**src/rtl/pciecfg_exec.sv**
```systemverilog
// rtl/pciecfg_exec.sv - executes queued NetTLP config requests on the PCIe cfg_mgmt port
module pciecfg_exec #(
  parameter int   TIMEOUT     = 255,
  parameter logic WR_READONLY = 1'b0
) (
  input  logic        clk,
  input  logic        rst,
  input  logic        fifo_empty,
  input  logic [64:0] fifo_dout,
  output logic        fifo_rd_en,
  output logic [9:0]  cfg_mgmt_dwaddr,
  output logic [3:0]  cfg_mgmt_byte_en,
  output logic [31:0] cfg_mgmt_di,
  output logic        cfg_mgmt_rd_en,
  output logic        cfg_mgmt_wr_en,
  output logic        cfg_mgmt_wr_readonly,
  input  logic [31:0] cfg_mgmt_do,
  input  logic        cfg_mgmt_rd_wr_done,
  output logic        rsp_valid,
  input  logic        rsp_ready,
  output logic [63:0] rsp_pkt,
  output logic        rsp_timeout,
  output logic [15:0] drop_cnt
);
  typedef enum logic [1:0] {IDLE, CFG, RESP} state_t;

  localparam logic [1:0]  OP_RD    = 2'b00;
  localparam logic [1:0]  OP_WR    = 2'b01;
  localparam logic [15:0] TMO_LAST = 16'(TIMEOUT - 1);

  state_t      state_q;
  logic [15:0] cnt_q;
  logic [31:0] hdr_q;
  logic        rd_en_q, wr_en_q, wr_ro_q;
  logic [9:0]  dwaddr_q;
  logic [3:0]  byte_en_q;
  logic [31:0] di_q;
  logic        rsp_valid_q, rsp_to_q;
  logic [63:0] rsp_pkt_q;
  logic [15:0] drop_q;

  logic        pop;
  logic        drop_entry;
  logic        imm_entry;
  logic [1:0]  in_op;

  assign in_op      = fifo_dout[47:46];
  assign pop        = !rst && (state_q == IDLE) && !fifo_empty;
  assign drop_entry = !fifo_dout[64] || in_op[1];
  // A write with no byte enabled has nothing to do on the core; answer it straight away.
  assign imm_entry  = (in_op == OP_WR) && (fifo_dout[45:42] == 4'h0);

  always_ff @(posedge clk or posedge rst) begin
    if (rst) begin
      state_q     <= IDLE;
      cnt_q       <= '0;
      hdr_q       <= '0;
      rd_en_q     <= 1'b0;
      wr_en_q     <= 1'b0;
      wr_ro_q     <= 1'b0;
      dwaddr_q    <= '0;
      byte_en_q   <= '0;
      di_q        <= '0;
      rsp_valid_q <= 1'b0;
      rsp_to_q    <= 1'b0;
      rsp_pkt_q   <= '0;
      drop_q      <= '0;
    end else begin
      case (state_q)
        IDLE: begin
          if (pop) begin
            if (drop_entry) begin
              drop_q <= drop_q + 16'd1;
            end else if (imm_entry) begin
              rsp_pkt_q   <= fifo_dout[63:0];
              rsp_to_q    <= 1'b0;
              rsp_valid_q <= 1'b1;
              state_q     <= RESP;
            end else begin
              hdr_q     <= fifo_dout[63:32];
              dwaddr_q  <= fifo_dout[41:32];
              byte_en_q <= fifo_dout[45:42];
              di_q      <= fifo_dout[31:0];
              rd_en_q   <= (in_op == OP_RD);
              wr_en_q   <= (in_op == OP_WR);
              wr_ro_q   <= (in_op == OP_WR) && WR_READONLY;
              cnt_q     <= '0;
              state_q   <= CFG;
            end
          end
        end
        CFG: begin
          // Completion takes priority over a timeout landing on the same edge.
          if (cfg_mgmt_rd_wr_done || (cnt_q == TMO_LAST)) begin
            rd_en_q     <= 1'b0;
            wr_en_q     <= 1'b0;
            wr_ro_q     <= 1'b0;
            cnt_q       <= '0;
            rsp_valid_q <= 1'b1;
            rsp_to_q    <= !cfg_mgmt_rd_wr_done;
            if (rd_en_q)
              rsp_pkt_q <= {hdr_q, cfg_mgmt_rd_wr_done ? cfg_mgmt_do : 32'hFFFF_FFFF};
            else
              rsp_pkt_q <= {hdr_q, di_q};
            state_q     <= RESP;
          end else begin
            cnt_q <= cnt_q + 16'd1;
          end
        end
        RESP: begin
          if (rsp_ready) begin
            rsp_valid_q <= 1'b0;
            state_q     <= IDLE;
          end
        end
        default: state_q <= IDLE;
      endcase
    end
  end

  assign fifo_rd_en           = pop;
  assign cfg_mgmt_dwaddr      = dwaddr_q;
  assign cfg_mgmt_byte_en     = byte_en_q;
  assign cfg_mgmt_di          = di_q;
  assign cfg_mgmt_rd_en       = rd_en_q;
  assign cfg_mgmt_wr_en       = wr_en_q;
  assign cfg_mgmt_wr_readonly = wr_ro_q;
  assign rsp_valid            = rsp_valid_q;
  assign rsp_pkt              = rsp_pkt_q;
  assign rsp_timeout          = rsp_to_q;
  assign drop_cnt             = drop_q;
endmodule
```
**config.mk**
```make
export PLATFORM = sky130hd
export DESIGN_NAME = pciecfg_exec
export DESIGN_NICKNAME = d
export VERILOG_FILES = /design/src/rtl/pciecfg_exec.sv
export SDC_FILE = /design/constraint.sdc
export NUM_CORES = 1
export LEC_CHECK = 0
export CORE_UTILIZATION = 47
export CTS_CLUSTER_DIAMETER = 100
export DETAILED_ROUTE_END_ITERATION = 10
export PLACE_DENSITY = 0.8
export SYNTH_ARGS = -nofsm -noshare
export SYNTH_HDL_FRONTEND = slang
export SYNTH_SLANG_ARGS = --single-unit
```
**constraint.sdc**
```tcl
create_clock -name clk -period 6.55 [get_ports clk]
set_input_delay 1.31 -clock clk [delete_from_list [all_inputs] [get_ports clk]]
set_output_delay 1.31 -clock clk [all_outputs]
set_load 0.02 [all_outputs]
```
==> results.py, run 1 <==
metrics = {
    "placement": {
        "detailedPlacementHpwl_um": 13600,
        "gpl.final_weighted_congestion": 0.844,
        "placement.io_buffers": 232,
    },
    "global_route": {
        "grt_pass1_wl_um": 33000,
        "globalRouteTotalUtil_pct": 26.1,
        "grt_remaining_overflow": 0,
        "maximum_number_of_pins_on_one_net_before_global_route_repair": 85,
        "initial_antenna_violation_count": 0,
        "first_global_vias": 6326,
    },
    "clocking": {
        "cts_htree_levels": 4,
        "max-clock-path-buffers": 2,
        "post-cts-setup-buffers": 0,
        "cts_repair_resize_count": 0,
        "clk_pin_slew_ns": 0.06,
        "ctsRootBufferMaster": "sky130_fd_sc_hd__clkbuf_16",
        "numClockSinks": 166,
        "cts.hold.buffers_added": 0,
        "cts-buffers-inserted": 17,
        "skew_pair_late_insertion_delay_ns": 0.42,
        "tritoncts": "built",
    },
    "synthesis": {
        "post_synth_fa_ha_maj_area_fraction_pct": 0.497,
        "synth_xor_area_share_pct": 1.74,
        "synth_top_flop_cell": "sky130_fd_sc_hd__dfrtp_1",
        "synth.cells.most_frequent": "sky130_fd_sc_hd__dfrtp_1 (166), sky130_fd_sc_hd__nand2_1 (120), sky130_fd_sc_hd__nor2_1 (80), sky130_fd_sc_hd__a31oi_1 (71), sky130_fd_sc_hd__mux2_2 (47)",
        "synth_fp_nets": 828,
        "synthMuxAreaShare_pct": 9.67,
        "synth_async_sr_flop_share_pct": 100,
        "seq_area_frac_synth_pct": 54.9,
        "synth-edff-count": 0,
        "synth_top_family_by_area": "simple AND/OR/NAND/NOR gates",
        "synth.top_cells.by_area": "sky130_fd_sc_hd__dfrtp_1 (55%), sky130_fd_sc_hd__mux2_2 (7.0%), sky130_fd_sc_hd__nand2_1 (6.0%), sky130_fd_sc_hd__a31oi_1 (5.9%), sky130_fd_sc_hd__nor2_1 (4.0%)",
        "largest_area_contributor_in_the_netlist": "sky130_fd_sc_hd__dfrtp_1",
        "number_of_synthesized_register_bits": 166,
        "synthesis.instances": 723,
        "netlist_area_um2": 7560,
        "yosysMostFrequentCell": "sky130_fd_sc_hd__dfrtp_1",
        "complex_gate_fraction_of_the_synthesized_area_pct": 12.2,
        "synth_simple_gate_area_share_pct": 15.4,
        "yosysWarningCount": 0,
        "syn-mean-instance-area_um2": 10.5,
        "share_of_the_synthesized_area_in_the_top_cell_type_pct": 54.9,
        "netlist-cell-type-count": 50,
    },
    "cells_and_area": {
        "antenna_cells_inserted": 0,
        "multiInputGateArea_um2": 3010,
        "fillerInstances": 1198,
        "final_layout_size_suffix_gt1_share_pct": 11.2,
        "syn2layout_area_growth_pct": 39.4,
        "seqCellArea_um2": 4150,
        "post-route-util_pct": 68.3,
        "finish.net_count": 1024,
    },
    "drt": {
        "post_drt_wl_per_cell_um": 18.2,
        "met3_wirelength_um": 1220,
        "drc": 0,
        "wl_met2_um": 10400,
        "final_ant_viol_nets": 0,
        "detail_route.wirelength_um": 20800,
        "maxUsedRoutingLayer": "met4",
        "drt_first_iter_violations": 438,
        "drt-met1-wl_um": 8380,
        "vias": 6308,
        "avgViaCountPerCell": 5.52,
        "dr.pass1.iters": 5,
    },
    "min_path": {
        "min_path_type": "reg -> reg",
        "worst_min_delay_path_startpoint": "drop_cnt[15]",
    },
    "die": {
        "core_area_um2": 15400,
        "die_height_um": 129,
        "design.die.area_um2": 16600,
        "floorplan.io_pins": 234,
        "row_count": 45,
        "initial_core_util_pct": 49.0,
        "dieWidth_um": 129,
    },
    "critical_path": {
        "timing_worst_setup_path_type": "in -> out",
        "critPathMaxFanout": 4,
        "timing.rr.start": "state_q[1]",
        "timing_startpoint_of_the_critical_path": "rst",
        "setup.worst_path.start_class": "input pin",
        "worst_ep_arrival_time_ns": 3.10,
        "critical_path.endpoint_type": "output pin",
        "timing.critical_path.required_ns": 5.24,
    },
    "timing": {
        "min_period_ns": 4.41,
        "final.hold.worst_slack_ns": 0.467,
        "hold_violations": 0,
        "tns_ns": 0,
        "final_max_slew_viol_count": 0,
        "finalSetupViolCount": 0,
        "tightest_slew_ns": 0.910,
        "rsz0062_at_grt": "no",
        "final_min_period_over_clock_period_pct": 67.4,
        "clock.fmax_mhz": 227,
        "relSlewSlack_pct": 39.2,
        "worst_clock_skew_ns": 0.00918,
    },
    "power": {
        "p_clk_share_pct": 26.3,
        "switchingPower_w": 0.00144,
        "pwr_density_cell_nw_per_um2": 407,
        "swShare_pct": 33.5,
        "power.share.sequential_pct": 37.0,
        "peak_supply_drop_v": 0.000300,
        "proportion_of_power_drawn_by_combinational_gates_pct": 36.7,
        "power_leakage_nw": 4.39,
        "power_report.internal_total_w": 0.00286,
    },
    "outcome": {
        "run_status": "complete, no violations",
    },
    "job": {
        "max_cap_viol_count": 0,
    },
}
-- power by group through the flow --
stage	clock, W	sequential (W)	combinational (W)
6_report	0.00113	0.00159	0.00158
5_1_grt	0.00119	0.00163	0.00168
4_1_cts	0.00115	0.00159	0.00159
3_5_place_dp	0	0.00160	0.00158
3_3_place_gp	0	0.00158	0.00156
2_1_floorplan	0	0.00190	0.000495
-- path summary, 6_finish.rpt --
kind / to / slack, ns / cells past startpoint
hold / removal: drop_cnt[15] / 0.47 / 1
hold reg to reg: drop_cnt[15] / 0.47 / 1
setup reg to reg: cfg_mgmt_di[29] / 3.77 / 5
setup / recovery: fifo_rd_en / 2.14 / 4
min in group asynchronous: drop_cnt[5] / 1.45 / 2
max in group asynchronous: cfg_mgmt_di[21] / 4.01 / 3
-- kinds of logic (layout without fill, tap and decap cells) --
family,Yosys count,after routing
buffers and inverters,75,284
XOR/XNOR,15,15
adder cells (fa/ha/maj),3,3
AND/OR/NAND/NOR,263,263
other,1,1
flip-flops,166,166
AO/OA/AOI/OAI,135,135
multiplexers,65,65
-- state kept, by name, summed over array words and instances, names as in the netlist --
signal          count
rsp_pkt            64
cfg_mgmt_di        32
hdr_q              32
cnt_q              16
drop_cnt           16
state_q             2
cfg_mgmt_rd_en      1
cfg_mgmt_wr_en      1
rsp_timeout         1
rsp_valid           1
-- stage by stage --
| stage | total power (W) | instances | instance area, um^2 | setup slack (ns) |
|---|---|---|---|---|
| 3_5_place_dp | 0.00318 | 1111 | 9860 | 2.13 |
| 6_report | 0.00429 | 1143 | 10500 | 2.14 |
| 3_3_place_gp | 0.00314 | 1111 | 9860 | 2.17 |
| 5_1_grt | 0.00451 | 1143 | 10500 | 2.10 |
| 4_1_cts | 0.00433 | 1143 | 10500 | 2.13 |
| 2_1_floorplan | 0.00239 | 723 | 7560 | 0.750 |
-- layer usage --
metal / up-vias / global-route usage [%]
li1: 2951 / -
met1: 3110 / 31.6
met2: 200 / 43.5
met3: 47 / 6.82
met4: 0 / 12.9
met5: - / 0
-- critical path, cell delays in order --
cell and delay (ns):
sky130_fd_sc_hd__clkdlybuf4s50_1 0.53, sky130_fd_sc_hd__or4_4 0.57, sky130_fd_sc_hd__inv_2 0.09, sky130_fd_sc_hd__clkdlybuf4s50_1 0.60
-- cells in the final DEF (no fill, tap or decap), types with 4 or more instances in the layout --
cell type	n
sky130_fd_sc_hd__nor3_1	6
sky130_fd_sc_hd__a31oi_1	71
sky130_fd_sc_hd__a21oi_1	11
sky130_fd_sc_hd__bufinv_16	5
sky130_fd_sc_hd__xor2_1	9
sky130_fd_sc_hd__o21ai_0	10
sky130_fd_sc_hd__clkdlybuf4s50_1	232
sky130_fd_sc_hd__mux2_1	17
sky130_fd_sc_hd__clkbuf_8	4
sky130_fd_sc_hd__or3_1	6
sky130_fd_sc_hd__dfrtp_1	166
sky130_fd_sc_hd__clkbuf_16	17
sky130_fd_sc_hd__buf_4	9
sky130_fd_sc_hd__nand4_1	10
sky130_fd_sc_hd__mux2_2	47
sky130_fd_sc_hd__o221ai_1	31
sky130_fd_sc_hd__xnor2_1	6
sky130_fd_sc_hd__nand2_1	120
sky130_fd_sc_hd__inv_1	9
sky130_fd_sc_hd__nor2_1	80
sky130_fd_sc_hd__nand3_1	13
-- final cells by class --
class                   count  share of cell area, %
multi-input cells         482                   28.6
flip-flops and latches    166                   39.4
clock buffers              21                   4.56
well taps                 211                   2.51
inverters                  11                  0.439
repair buffers            241                   22.7
clock inverters            11                   1.83
No activity file was read; power rests on OpenSTA's default activity.
==> inputs of run 2 (changes only) <==
clock period = 4.4 ns   (was 6.55 ns; I/O delays follow)
==> results.py, run 2 (synthesized netlist as in run 1, its figures left out) <==
metrics = {
    "outcome": {
        "run_status": "complete, no violations",
    },
    "cells_and_area": {
        "seqCellArea_um2": 4150,
        "final_layout_size_suffix_gt1_share_pct": 10.8,
        "largest_reg_flops": 64,
        "layout.cells.most_common": "sky130_fd_sc_hd__clkdlybuf4s50_1",
        "layoutNonFillerInstCount": 1143,
        "antenna_cells_inserted": 0,
        "fillerInstances": 1214,
        "multiInputGateArea_um2": 3010,
        "syn2layout_area_growth_pct": 38.4,
        "final_design_area_no_fill_um2": 10500,
        "finish.net_count": 1024,
        "mostFrequentLayoutCells": "sky130_fd_sc_hd__clkdlybuf4s50_1 (232), sky130_fd_sc_hd__dfrtp_1 (166), sky130_fd_sc_hd__nand2_1 (120), sky130_fd_sc_hd__nor2_1 (80), sky130_fd_sc_hd__a31oi_1 (71)",
    },
    "drt": {
        "drc": 0,
        "vias": 6294,
        "drt_first_iter_violations": 465,
        "avgViaCountPerCell": 5.51,
        "final_ant_viol_nets": 0,
        "dr.pass1.iters": 5,
        "detail_route.wirelength_um": 20100,
        "post_drt_wl_per_cell_um": 17.6,
    },
    "critical_path": {
        "critical_path.cell_chain": "clkdlybuf4s50_1, or4_4, inv_2, clkdlybuf4s50_1",
        "timing.rr.start": "state_q[1]",
        "critical_path.endpoint_type": "output pin",
        "worst_ep_arrival_time_ns": 2.63,
        "slowest_delay_ns": 0.60,
        "critical_path.slowest_cell": "sky130_fd_sc_hd__clkdlybuf4s50_1",
        "timing_startpoint_of_the_critical_path": "rst",
        "timing_worst_setup_path_type": "in -> out",
        "setup.worst_path.start_class": "input pin",
        "timing.critical_path.required_ns": 3.52,
        "critPathMaxFanout": 4,
        "critical_path.most_common_cell": "sky130_fd_sc_hd__clkdlybuf4s50_1",
    },
    "clocking": {
        "numClockSinks": 166,
        "ctsRootBufferMaster": "sky130_fd_sc_hd__clkbuf_16",
        "cts.hold.buffers_added": 0,
        "clk_pin_slew_ns": 0.06,
        "cts_repair_resize_count": 0,
        "post-cts-setup-buffers": 0,
        "max-clock-path-buffers": 2,
        "tritoncts": "built",
        "cts-buffers-inserted": 17,
        "cts_htree_levels": 4,
        "skew_pair_late_insertion_delay_ns": 0.42,
    },
    "timing": {
        "relSlewSlack_pct": 46.2,
        "final_max_slew_viol_count": 0,
        "rsz0062_at_grt": "no",
        "hold_violations": 0,
        "tightest_slew_ns": 0.807,
        "finalSetupViolCount": 0,
        "final_min_period_over_clock_period_pct": 79.7,
        "tns_ns": 0,
        "clock.fmax_mhz": 285,
        "worst_clock_skew_ns": 0.00949,
        "min_period_ns": 3.51,
        "final.hold.worst_slack_ns": 0.465,
        "finalWorstSetupSlack_ns": 0.894,
    },
    "placement": {
        "dpl_cell_area_um2": 9900,
        "placed_cells": 1111,
        "detailedPlacementHpwl_um": 13300,
        "gpl.final_weighted_congestion": 0.854,
        "dp_worst_setup_slack_ns": 0.894,
        "placement.io_buffers": 232,
    },
    "global_route": {
        "first_global_vias": 6173,
        "initial_antenna_violation_count": 0,
        "globalRouteTotalUtil_pct": 25.1,
        "gr_layer_usage_met2_pct": 41.0,
        "maximum_number_of_pins_on_one_net_before_global_route_repair": 103,
        "most_used_layer_global_route": "met2",
        "grt.met1_usage_pct": 30.8,
        "grt_pass1_wl_um": 31800,
        "gr-usage-met3_pct": 6.53,
        "grt_remaining_overflow": 0,
    },
    "power": {
        "pwr_density_cell_nw_per_um2": 586,
        "power_leakage_nw": 4.34,
        "peak_supply_drop_v": 0.000445,
    },
    "die": {
        "dieWidth_um": 129,
        "floorplan.io_pins": 234,
        "die_height_um": 129,
        "initial_core_util_pct": 49.0,
        "row_count": 45,
        "core_area_um2": 15400,
        "design.die.area_um2": 16600,
    },
    "min_path": {
        "min_path_type": "reg -> reg",
        "worst_min_delay_path_startpoint": "drop_cnt[15]",
    },
    "job": {
        "max_cap_viol_count": 0,
    },
}
run 2: cell count changes in the layout (fill, tap and decap cells not counted), sizes merged:
cell | previous run | this run
clkbuf | 21 | 24
clkinvlp | 2 | 4
clkinv | 2 | 4
bufinv | 5 | 1
inv | 13 | 10
run 2: per-stage QoR:
step           power, W  utilization (%)
2_1_floorplan   0.00356                -
6_report        0.00613             67.8
5_1_grt         0.00644             67.8
3_5_place_dp    0.00474             64.2
3_3_place_gp    0.00468             64.2
4_1_cts         0.00618             67.8
run 2: final timing paths:
kind / to / slack [ns] / cells after the start
min in group asynchronous: drop_cnt[8] / 0.99 / 3
min reg2reg: drop_cnt[15] / 0.46 / 1
min: drop_cnt[15] / 0.46 / 1
max: fifo_rd_en / 0.89 / 4
max in group asynchronous: hdr_q[1] / 2.87 / 3
max reg2reg: cfg_mgmt_di[17] / 1.91 / 5
run 2: routing by layer:
metal  vias up  routed length, um
met5         -                  0
met4         0                834
met3        52               1170
met2       206               9860
met1      3087               8260
li1       2949                  -
run 2: final cells by class:
cell class              count  share of cell area [%]
repair buffers            241                    23.2
flip-flops and latches    166                    39.7
clock inverters             8                   0.693
multi-input cells         482                    28.8
inverters                  11                   0.430
well taps                 211                    2.52
clock buffers              24                    4.70
run 2: report_power, final:
part / leakage, nW / switching, W / internal [W]
clock: 0.272 / 0.000586 / 0.000835
combinational: 2.08 / 0.00119 / 0.00116
sequential: 1.99 / 0.000335 / 0.00202
run 2: critical path: cells and delay by family:
family | cells | cell delay, ns
buffers and inverters | 3 | 1.19
and+or+nand+nor | 1 | 0.56
==> variant (flow settings as in run 2) <==
One comparison of `cnt_q` changes from == to >=.
--- a/src/rtl/pciecfg_exec.sv
+++ b/src/rtl/pciecfg_exec.sv
@@ -92,5 +92,5 @@
         CFG: begin
           // Completion takes priority over a timeout landing on the same edge.
-          if (cfg_mgmt_rd_wr_done || (cnt_q == TMO_LAST)) begin
+          if (cfg_mgmt_rd_wr_done || (cnt_q >= TMO_LAST)) begin
             rd_en_q     <= 1'b0;
             wr_en_q     <= 1'b0;
Function: no difference found for any inputs over 4 cycles, from zero or initial values and one cycle with rst high; that may be too few to reach the edited logic, so the function may still have changed.
==> variant against run 2 <==
Worst setup slack got worse by 0.020 ns. Clock power rose by 12%. Wire length is essentially flat. Critical path depth unchanged. Sequential cell count unchanged. Global-route usage decreased by 0.75 points. Area after synthesis rose by 2.3%. Synthesized cell count shrank 15%. Total power rose by 4.7%. Cell area is 2.7% higher. Register-to-register slack lost 0.37 ns. Critical path type unchanged. Critical endpoint unchanged.
==> variant: results <==
INSERT INTO impl_metrics (metric_group, metric, value, unit) VALUES
('placement', 'dp_hpwl', '14000', 'um'),
('timing', 'worst_setup_skew_after_layout', '0.00738', 'ns'),
('global_route', 'groute.usage.overall', '0.243', ''),
('power', 'pwr_per_cell_area', '597', 'mW/mm2'),
('final_layout', 'signal_buf_overhead', '0.225', ''),
('final_layout', 'nonClockInverterCount', '6', ''),
('worst_setup_path', 'r2r_cells', '4', ''),
('routing', 'vias_per_cell', '5.54', ''),
('power', 'cellLeakagePower', '4.50', 'nW'),
('power', 'switching_share', '0.328', ''),
('routing', 'wl_per_cell', '19.1', 'um'),
('final_layout', 'clockNetworkAreaShare', '0.0589', ''),
('run_status', 'run_status', 'complete, no violations', ''),
('worst_setup_path', 'worstReg2RegStart', 'cfg_mgmt_rd_en', ''),
('final_layout', 'layout.sequential_cells', '166', ''),
('worst_setup_path', 'crit_fanout', '5', ''),
('global_route', 'largest_net_degree_at_the_start_of_global_routing', '69', ''),
('floorplan', 'floorplan.die_area', '0.0170', 'mm2'),
('power', 'irDropWorstVdd', '0.361', 'mV'),
('placement', 'dp_cells', '1019', '');
-- variant: cell types whose count changed after synthesis, moves of 10 or more --
cell / before / now
sky130_fd_sc_hd__a21oi_1: 11 / 1
sky130_fd_sc_hd__a31oi_1: 71 / 0
sky130_fd_sc_hd__o22ai_1: 0 / 31
sky130_fd_sc_hd__o221ai_1: 31 / 0
sky130_fd_sc_hd__o21ai_0: 10 / 34
sky130_fd_sc_hd__nor2_1: 80 / 4
sky130_fd_sc_hd__nand2_1: 120 / 49
sky130_fd_sc_hd__mux2_2: 47 / 135
-- variant: logic make-up after synthesis --
kind of cell	after synthesis	share of synthesized area
compound gates	100	0.0848
other cells	1	0.000485
xor+xnor	15	0.0170
simple gates	110	0.0765
flops	166	0.537
mux	161	0.235
buf+inv	60	0.0445
fa+ha+maj	3	0.00486
-- variant: metal layers --
metal  GRT usage  wire (um)  vias up
met5           0          0        -
met4      0.0951        371        0
met3      0.0845       1770       33
met2       0.432      10100      235
met1       0.266       7850     2919
li1            -          -     2638
